## src/rtl/txshift_fifo.sv

```systemverilog
`default_nettype none
// ============================================================================
// txshift_fifo : FIFO-buffered asynchronous serial transmitter
// Rev 1.0
// ============================================================================
module txshift_fifo #(
  parameter int DATA_WIDTH = 8,
  parameter int FIFO_DEPTH = 4,
  parameter int BAUD_WIDTH = 14
) (
  input  logic                        i_Pclk,
  input  logic                        i_Reset,
  input  logic [BAUD_WIDTH-1:0]       i_Baud,
  input  logic                        i_Enable,
  input  logic [1:0]                  i_Parity,
  input  logic                        i_Stop2,
  input  logic                        i_Wr,
  input  logic [DATA_WIDTH-1:0]       i_Data,
  output logic                        o_Tx_Serial,
  output logic                        o_Pready,
  output logic                        o_Busy,
  output logic                        o_Done,
  output logic [$clog2(FIFO_DEPTH):0] o_Count,
  output logic                        o_Overflow
);

  localparam int AW  = $clog2(FIFO_DEPTH);
  localparam int CW  = AW + 1;
  localparam int BIW = $clog2(DATA_WIDTH);
  localparam logic [CW-1:0]         C_DEPTH    = CW'(FIFO_DEPTH);
  localparam logic [BIW-1:0]        C_LAST_BIT = BIW'(DATA_WIDTH - 1);
  localparam logic [BAUD_WIDTH-1:0] C_MIN_BAUD = BAUD_WIDTH'(2);
  localparam logic [BAUD_WIDTH-1:0] C_ONE      = BAUD_WIDTH'(1);

  typedef enum logic [2:0] {
    S_IDLE   = 3'd0,
    S_START  = 3'd1,
    S_DATA   = 3'd2,
    S_PARITY = 3'd3,
    S_STOP   = 3'd4
  } state_t;

  state_t                  state_q, state_d;
  logic [BAUD_WIDTH-1:0]   tb_q, tb_d;
  logic [BAUD_WIDTH-1:0]   cnt_q, cnt_d;
  logic [BIW-1:0]          bit_idx_q, bit_idx_d;
  logic [DATA_WIDTH-1:0]   data_q, data_d;
  logic                    par_en_q, par_en_d;
  logic                    par_bit_q, par_bit_d;
  logic                    stop2_q, stop2_d;
  logic                    second_q, second_d;
  logic                    tx_q, tx_d;
  logic                    done_q, done_d;
  logic [AW-1:0]           wr_ptr_q, wr_ptr_d;
  logic [AW-1:0]           rd_ptr_q, rd_ptr_d;
  logic [CW-1:0]           count_q, count_d;
  logic                    ovf_q, ovf_d;
  logic [DATA_WIDTH-1:0]   mem_q [FIFO_DEPTH];

  logic                    full, push, pop, launch, can_start, bit_end;
  logic [BAUD_WIDTH-1:0]   tb_last, cnt_inc, baud_eff;
  logic [DATA_WIDTH-1:0]   head;

  // Push/pop decisions use the pre-edge occupancy, so a full FIFO drops a write
  // even when a word leaves on the same edge.
  always_comb begin
    full      = (count_q == C_DEPTH);
    push      = i_Wr && !full;
    head      = mem_q[rd_ptr_q];
    can_start = (count_q != '0) && i_Enable;
    wr_ptr_d  = push ? wr_ptr_q + AW'(1) : wr_ptr_q;
    rd_ptr_d  = pop  ? rd_ptr_q + AW'(1) : rd_ptr_q;
    count_d   = count_q + CW'(push) - CW'(pop);
    ovf_d     = ovf_q | (i_Wr & full);
    baud_eff  = (i_Baud < C_MIN_BAUD) ? C_MIN_BAUD : i_Baud;
    tb_last   = tb_q - C_ONE;
    cnt_inc   = cnt_q + C_ONE;
    bit_end   = (cnt_q == tb_last);
  end

  always_comb begin
    state_d   = state_q;
    tb_d      = tb_q;
    cnt_d     = cnt_q;
    bit_idx_d = bit_idx_q;
    data_d    = data_q;
    par_en_d  = par_en_q;
    par_bit_d = par_bit_q;
    stop2_d   = stop2_q;
    second_d  = second_q;
    tx_d      = tx_q;
    done_d    = 1'b0;
    pop       = 1'b0;
    launch    = 1'b0;
    case (state_q)
      S_IDLE: begin
        tx_d   = 1'b1;
        launch = can_start;
      end
      S_START: begin
        if (bit_end) begin
          state_d   = S_DATA;
          cnt_d     = '0;
          bit_idx_d = '0;
          tx_d      = data_q[0];
        end else begin
          cnt_d = cnt_inc;
        end
      end
      S_DATA: begin
        if (bit_end) begin
          cnt_d = '0;
          if (bit_idx_q == C_LAST_BIT) begin
            if (par_en_q) begin
              state_d = S_PARITY;
              tx_d    = par_bit_q;
            end else begin
              state_d  = S_STOP;
              tx_d     = 1'b1;
              second_d = 1'b0;
            end
          end else begin
            bit_idx_d = bit_idx_q + BIW'(1);
            data_d    = data_q >> 1;
            tx_d      = data_q[1];
          end
        end else begin
          cnt_d = cnt_inc;
        end
      end
      S_PARITY: begin
        if (bit_end) begin
          state_d  = S_STOP;
          cnt_d    = '0;
          tx_d     = 1'b1;
          second_d = 1'b0;
        end else begin
          cnt_d = cnt_inc;
        end
      end
      S_STOP: begin
        if (bit_end) begin
          cnt_d = '0;
          if (stop2_q && !second_q) begin
            second_d = 1'b1;
          end else begin
            state_d = S_IDLE;
            tx_d    = 1'b1;
            launch  = can_start;
          end
        end else begin
          // Done is registered so it is high during the final stop cycle.
          cnt_d  = cnt_inc;
          done_d = (cnt_inc == tb_last) && (!stop2_q || second_q);
        end
      end
      default: state_d = S_IDLE;
    endcase
    if (launch) begin
      pop       = 1'b1;
      state_d   = S_START;
      tb_d      = baud_eff;
      cnt_d     = '0;
      bit_idx_d = '0;
      data_d    = head;
      par_en_d  = ^i_Parity;
      par_bit_d = (^head) ^ i_Parity[0];
      stop2_d   = i_Stop2;
      second_d  = 1'b0;
      tx_d      = 1'b0;
    end
  end

  always_ff @(posedge i_Pclk) begin
    if (i_Reset) begin
      state_q   <= S_IDLE;
      tb_q      <= C_MIN_BAUD;
      cnt_q     <= '0;
      bit_idx_q <= '0;
      data_q    <= '0;
      par_en_q  <= 1'b0;
      par_bit_q <= 1'b0;
      stop2_q   <= 1'b0;
      second_q  <= 1'b0;
      tx_q      <= 1'b1;
      done_q    <= 1'b0;
      wr_ptr_q  <= '0;
      rd_ptr_q  <= '0;
      count_q   <= '0;
      ovf_q     <= 1'b0;
    end else begin
      state_q   <= state_d;
      tb_q      <= tb_d;
      cnt_q     <= cnt_d;
      bit_idx_q <= bit_idx_d;
      data_q    <= data_d;
      par_en_q  <= par_en_d;
      par_bit_q <= par_bit_d;
      stop2_q   <= stop2_d;
      second_q  <= second_d;
      tx_q      <= tx_d;
      done_q    <= done_d;
      wr_ptr_q  <= wr_ptr_d;
      rd_ptr_q  <= rd_ptr_d;
      count_q   <= count_d;
      ovf_q     <= ovf_d;
    end
  end

  always_ff @(posedge i_Pclk) begin
    if (push && !i_Reset) begin
      mem_q[wr_ptr_q] <= i_Data;
    end
  end

  assign o_Tx_Serial = tx_q;
  assign o_Pready    = !full;
  assign o_Busy      = (state_q != S_IDLE);
  assign o_Done      = done_q;
  assign o_Count     = count_q;
  assign o_Overflow  = ovf_q;

endmodule
`default_nettype wire

```

## config.mk

```make
export PLATFORM = sky130hd
export DESIGN_NAME = txshift_fifo
export DESIGN_NICKNAME = d
export VERILOG_FILES = /design/src/rtl/txshift_fifo.sv
export SDC_FILE = /design/constraint.sdc
export NUM_CORES = 1
export LEC_CHECK = 0
export BUFFER_PORTS_ARGS = -buffer_cell sky130_fd_sc_hd__buf_2
export CORE_MARGIN = 3
export CORE_UTILIZATION = 65
export CTS_BUF_LIST = sky130_fd_sc_hd__clkbuf_16
export CTS_CLUSTER_DIAMETER = 50
export CTS_CLUSTER_SIZE = 16
export DETAILED_ROUTE_END_ITERATION = 8
export GPL_TIMING_DRIVEN = 0
export PLACE_DENSITY = 0.85
export SLEW_MARGIN = 20
export SYNTH_ARGS = -nofsm -noshare
export SYNTH_HDL_FRONTEND = slang
export SYNTH_SLANG_ARGS = --single-unit
```

## constraint.sdc

```tcl
create_clock -name i_Pclk -period 8.29 [get_ports i_Pclk]
set_input_delay 0.829 -clock i_Pclk [delete_from_list [all_inputs] [get_ports i_Pclk]]
set_output_delay 0.829 -clock i_Pclk [all_outputs]
set_load 0.02 [all_outputs]
```

# --- After elaboration in Yosys (flattened, before gate mapping) ---
# Memory sizes are Yosys's and may differ from the RTL's. A register that Yosys moved wholly into a read port is not among the register bits.
# Cells that the tools add are included.
word_totals:
  rom_bits: 0
  input_bits: 29
  mem_bits_rw: 32
  regBits: 56
  out_inout_bits: 8
  mem_count: 1
  word_cells: 127
  latchBits: 0
classes:
  mul: 0
  n_mux: 43
  n_reduce_logical: 29
  n_lt_le_gt_ge: 1
  eq_ne: 25
  shift: 0
  div: 0
  bitwise: 5
  addsub: 7
mem_list:
  columns: ["name", "words", "word_bits", "read_ports", "rd_ports_with_merged_regs", "write_ports", "line", "rtl"]
  rows:
  - ["mem_q", 4, 8, 1, 1, 1, "58", "logic [DATA_WIDTH-1:0] mem_q [FIFO_DEPTH];"]
ops:
  columns: ["op", "count"]
  rows:
  - ["8-bit two-way mux", 4]
  - ["3-bit two-way mux", 10]
  - ["14-bit == test", 2]
  - ["14-bit two-way mux", 2]
  - ["2-bit inequality test (second input constant)", 11]
  - ["7-bit AND reduction", 3]
  - ["1-bit two-way mux", 20]
  - ["3-bit inequality test (second input constant)", 6]
  - ["3-bit one-hot mux with 5 select lines", 1]
  - ["14-bit by 1-bit adder with 14-bit output (second input constant)", 1]
  - ["14-bit by 2-bit less-than comparator with 1-bit output (second input constant)", 1]
  - ["14-bit by 1-bit subtractor with 14-bit output (second input constant)", 1]
  - ["3-bit == test (second input constant)", 3]
  - ["3-bit nonzero test", 3]
  - ["8-bit parity", 1]
  - ["3-bit by 2-bit == test with 1-bit output (second input constant)", 2]
  - ["3-bit one-hot mux with 2 select lines", 1]
  - ["6-bit AND reduction", 1]
  - ["2-bit nonzero test", 3]
  - ["6-bit nonzero test", 1]
  - ["1-bit logical AND", 5]
  - ["1-bit one-hot mux with 5 select lines", 1]
  - ["2-bit by 1-bit adder with 2-bit output (second input constant)", 2]
  - ["1-bit zero test", 4]
  - ["other kinds (19)", 21]

# --- Longest topological paths before layout ---
depth:
  ltp_word: 8
  ltp_mapped: 16
  mapped_depth_nobuf: 15

# --- Least setup slack after synthesis ---
# OpenSTA, ideal clock, no wires.
synth_timing:
  path_type: "reg2reg"
  startpoint: "register tb_q[0]"
  endpoint: "register count_q[2], in the netlist o_Count[2]"
  stages_incl_launch_ff: 16
  setup_ns: 0.128
  t_arrival_ns: 3.664
  path_slack_ns: 4.499
  path_buffers: 1
  t_required_ns: 8.162
  cell_sequence: "dfxtp_1 inv_1 ha_1 or4b_4 or4_4 o31a_1 nor4b_4 a21boi_2 clkbuf_1 xor2_1 ha_1 inv_1 fa_1 xor2_1 xnor2_1 nor2_1"
synth_between:
  elab_chain_cells: 6
synth_rtl:
  columns: ["element", "line", "rtl"]
  rows:
  - ["start, declared", "44", "logic [BAUD_WIDTH-1:0] tb_q, tb_d;"]
  - ["start signal, assigned", "193", "tb_q <= tb_d;"]
  - ["14-bit by 1-bit subtractor with 14-bit output", "76", "tb_last = tb_q - C_ONE;"]
  - ["14-bit == test", "78", "bit_end = (cnt_q == tb_last);"]
  - ["1-bit two-way mux", "142", "if (bit_end) begin"]
  - ["1-bit one-hot mux with 2 select lines", "95", "case (state_q)"]
  - ["1-bit two-way mux", "159", "if (launch) begin"]
  - ["3-bit by 1-bit subtractor with 3-bit output", "73", "count_d = count_q + CW'(push) - CW'(pop);"]
  - ["end signal, assigned", "205", "count_q <= count_d;"]
  - ["end, declared", "56", "logic [CW-1:0] count_q, count_d;"]
# No other way between the ends.
# A chain may end at the register's enable or synchronous reset.

# --- Worst setup path in the final report ---
# Same ends and word-level chain as after synthesis.

==> summary.txt <==
STA
  – Period Utilization, post-route: 54.8%
  – Fin Setup TNS: 0 ns
  – Slew Limit Fails: 0
  – Period minus WS final: 4.54 ns
  – Fmax: 220 MHz
  – Hold_ws: 0.476 ns
  – # setup viols final: 0
  – Clk_skew: 0.00736 ns
  – Headroom to the max-slew limit: 48.6%
  – RSZ-0062 raised after global routing: false
  – Fin. Hold Viols: 0
  – Slew @ Worst Pin: 0.760 ns
  – Worst Setup Slack, final: 3.75 ns

Worst setup path
  – Cell family with the largest share of critical-path delay: simple AND/OR/NAND/NOR gates
  – Startpoint Class: flip-flop
  – R2R Path Start: tb_q[0]
  – R2r worst-path depth: 15
  – Largest stage delay on the critical path: 0.65 ns
  – End of the critical path: o_Count[2]
  – Reg2Reg Capture Point: o_Count[2]
  – Critical path type: flip-flop to flip-flop
  – Data arrival, critical path: 4.76 ns
  – CP Launch Point: tb_q[0]
  – Setup crit end kind: flip-flop
  – Worst EP required: 8.51 ns
  – CP bufs+invs: 3
  – Crit Path Max Fanout: 10
  – Critical Path Slowest Stage Cell: nor4b_1
  – R2r setup slk: 3.75 ns
  – Chain of cells forming the critical path: inv_1, ha_1, nor4b_1, nand2_1, a2111oi_0, nor4b_4, a21boi_2, clkbuf_1, xor2_1, ha_1, inv_1, fa_1, xor2_1, xnor2_1, nor2_1
  – Critical path depth: 15

Finish
  – ANT cells: 0
  – Nets: 586
  – Area Growth Syn to Fin: 11.9%
  – Util after Layout: 77.2%
  – Storage cell area: 2120 um^2
  – Layout cells sized above 1: 13.4%
  – Multi-input logic area: 2530 um^2
  – Fill cells: 494

Route
  – Post-route ant nets: 0
  – Initial DRC count: 344
  – Routed via count: 4,001
  – WL final: 11,100 um
  – Routed vias/inst: 6.17
  – DRC: 0
  – DR pass1 iterations: 5
  – WL per Instance: 17.1 um

Synthesis
  – Mapped cell area: 4820 um^2
  – Cells taking the most area after synthesis: dfxtp_1 (24%), edfxtp_1 (20%), xnor2_1 (6.0%)
  – Syn nets: 540
  – Gate Count Post-Synth: 501
  – Main combinational cell family by area after synthesis: simple AND/OR/NAND/NOR gates
  – Async SR Flop Fraction: 0%
  – Yosys reg bits: 90
  – Simple-gate share of the synthesized area: 22.6%
  – Number of flops mapped to enable cells by yosys: 32
  – Compound-cell area share of the yosys netlist: 12.3%
  – Leading area contributor after synthesis: dfxtp_1
  – Area share of fa/ha/maj cells after synthesis: 2.75%
  – Top cell type's share of synthesized area: 24.1%
  – Commonest cells post-synth: dfxtp_1 (58), nand2_1 (47), nor2_1 (47)
  – Syn Area/Cell: 9.61 um^2
  – Most frequent cell after synthesis: dfxtp_1
  – XOR/XNOR share of the synthesized area: 8.91%
  – Ys flop type: dfxtp_1
  – Post-synth cell types: 56
  – Mux cell area share after synthesis: 5.85%
  – Synth warn: 0
  – Seq/Total Area, Yosys: 44.1%

CTS
  – Post-CTS Setup Bufs: 0
  – # hold bufs at CTS: 0
  – Total CTS buffers: 9
  – Htree depth: 3
  – CTS tree: built
  – Clk_lat worst skew: 0.34 ns
  – Worst-case clock buffer depth: 2
  – Clock Sinks: 90
  – Reg clk slew, reported paths: 0.07 ns
  – Cts repair resizes: 0
  – Root Buffer: clkbuf_16

Floorplanning
  – Core area: 6980 um^2
  – Die outline width: 92.1 um
  – Std-Cell Rows: 30
  – Initial core utilization: 69.0%
  – Die area: 8480 um^2
  – I/O pins: 37
  – Die height: 92.1 um

Run status
  – Outcome: completed

Power and ir drop
  – Cell Int Power: 994 uW
  – Switching power: 606 uW
  – Seq pwr share: 35.9%
  – Clk pwr share: 23.9%
  – Sw Share: 37.9%
  – Logic pwr share: 40.2%
  – VDD IR-drop max: 191 uV
  – LEAKAGE: 1.95 nW
  – Power Density: 297 nW/um^2

GRT
  – Initial antenna violation count: 0
  – Largest net degree at the start of global routing: 17
  – Grt ovf: 0
  – First-pass GRT wire length: 18,500 um
  – Vias in the first global route: 3,898
  – Total Routing Usage GR: 27.4%

Place
  – Hpwl dp: 7940 um
  – Post-Place Worst Slack: 4.00 ns
  – GP Congestion: 0.891
  – Buffers added on ports: 35

Run
  – Max_cap viols: 0

Min path
  – HP Class: flip-flop to flip-flop
-- worst register-to-register path: cells and delay by family, from the launching register on --
| family | cells | cell delay [ns] |
|---|---|---|
| XOR/XNOR | 3 | 0.52 |
| adder cells (fa/ha/maj) | 3 | 0.75 |
| buffers and inverters | 3 | 0.42 |
| AO/OA/AOI/OAI | 2 | 0.86 |
| flip-flops | 1 | 0.37 |
| AND/OR/NAND/NOR | 4 | 1.48 |
-- cells in the final DEF (no fill, tap or decap), drive strengths merged, types with 15 or more instances in the layout --
master	count
inv	16
a21oi	24
clkbuf	32
xnor2	33
buf	41
edfxtp	32
nand2	47
or3	15
dfxtp	58
xor2	16
nor2	47
nand3	21
-- worst min-delay path by stage --
stage                       from            to  slack, ns  depth (start not counted)
CTS                 bit_idx_q[1]  bit_idx_q[1]       0.48                          2
global placement      o_Overflow    o_Overflow       0.44                          2
floorplan           bit_idx_q[1]  bit_idx_q[1]       0.45                          2
finish              bit_idx_q[1]  bit_idx_q[1]       0.48                          2
detailed placement  bit_idx_q[1]  bit_idx_q[1]       0.47                          2
global route        bit_idx_q[2]  bit_idx_q[2]       0.51                          2
-- state kept, by name, summed over array words and instances (netlist names), 2 cells and up, named ones only --
signal,flops
o_Count,3
tb_q,14
data_q,8
cnt_q,14
wr_ptr_q,2
bit_idx_q,3
mem_q,32
state_q,3
rd_ptr_q,2
-- power by group through the flow --
stage | combinational [mW] | clock, mW | sequential [mW]
after global routing | 0.703 | 0.402 | 0.582
after detailed placement | 0.629 | 0 | 0.581
after global placement | 0.610 | 0 | 0.577
after CTS | 0.641 | 0.384 | 0.573
final | 0.644 | 0.383 | 0.574
after floorplan | 0.491 | 0 | 0.577
-- routing by layer --
metal	wire, um	vias to the layer above	GRT usage, %
met1	4470	1930	32.7
met5	0	-	0
met3	521	32	4.43
met4	379	0	11.4
met2	5720	127	48.7
li1	-	1912	-
-- cell families (layout without fill, tap and decap cells) --
| logic type | after synthesis | after routing |
|---|---|---|
| AOI/OAI and AO/OA | 85 | 85 |
| DFF | 90 | 90 |
| xor gates and xnor gates | 49 | 49 |
| adders and majority gates | 10 | 10 |
| and+or+nand+nor | 207 | 207 |
| muxes | 18 | 18 |
| buffers and inverters | 42 | 93 |
-- layout make-up --
cell class | instances | area share [%]
buffer | 29 | 2.21
multi-input combinational | 369 | 46.9
clock buffer | 9 | 4.18
inverter | 13 | 0.906
sequential | 90 | 39.4
timing repair buffer | 35 | 3.25
clock inverter | 7 | 0.975
tap | 96 | 2.23
-- stage by stage --
stage                     cell area, um^2  instances  power [mW]
after floorplan                      4820        501        1.07
after global placement               5110        632        1.19
after detailed placement             5110        632        1.21
after CTS                            5390        648        1.60
after global routing                 5390        648        1.69
final                                5390        648        1.60
(Power assumes the default switching activity.)
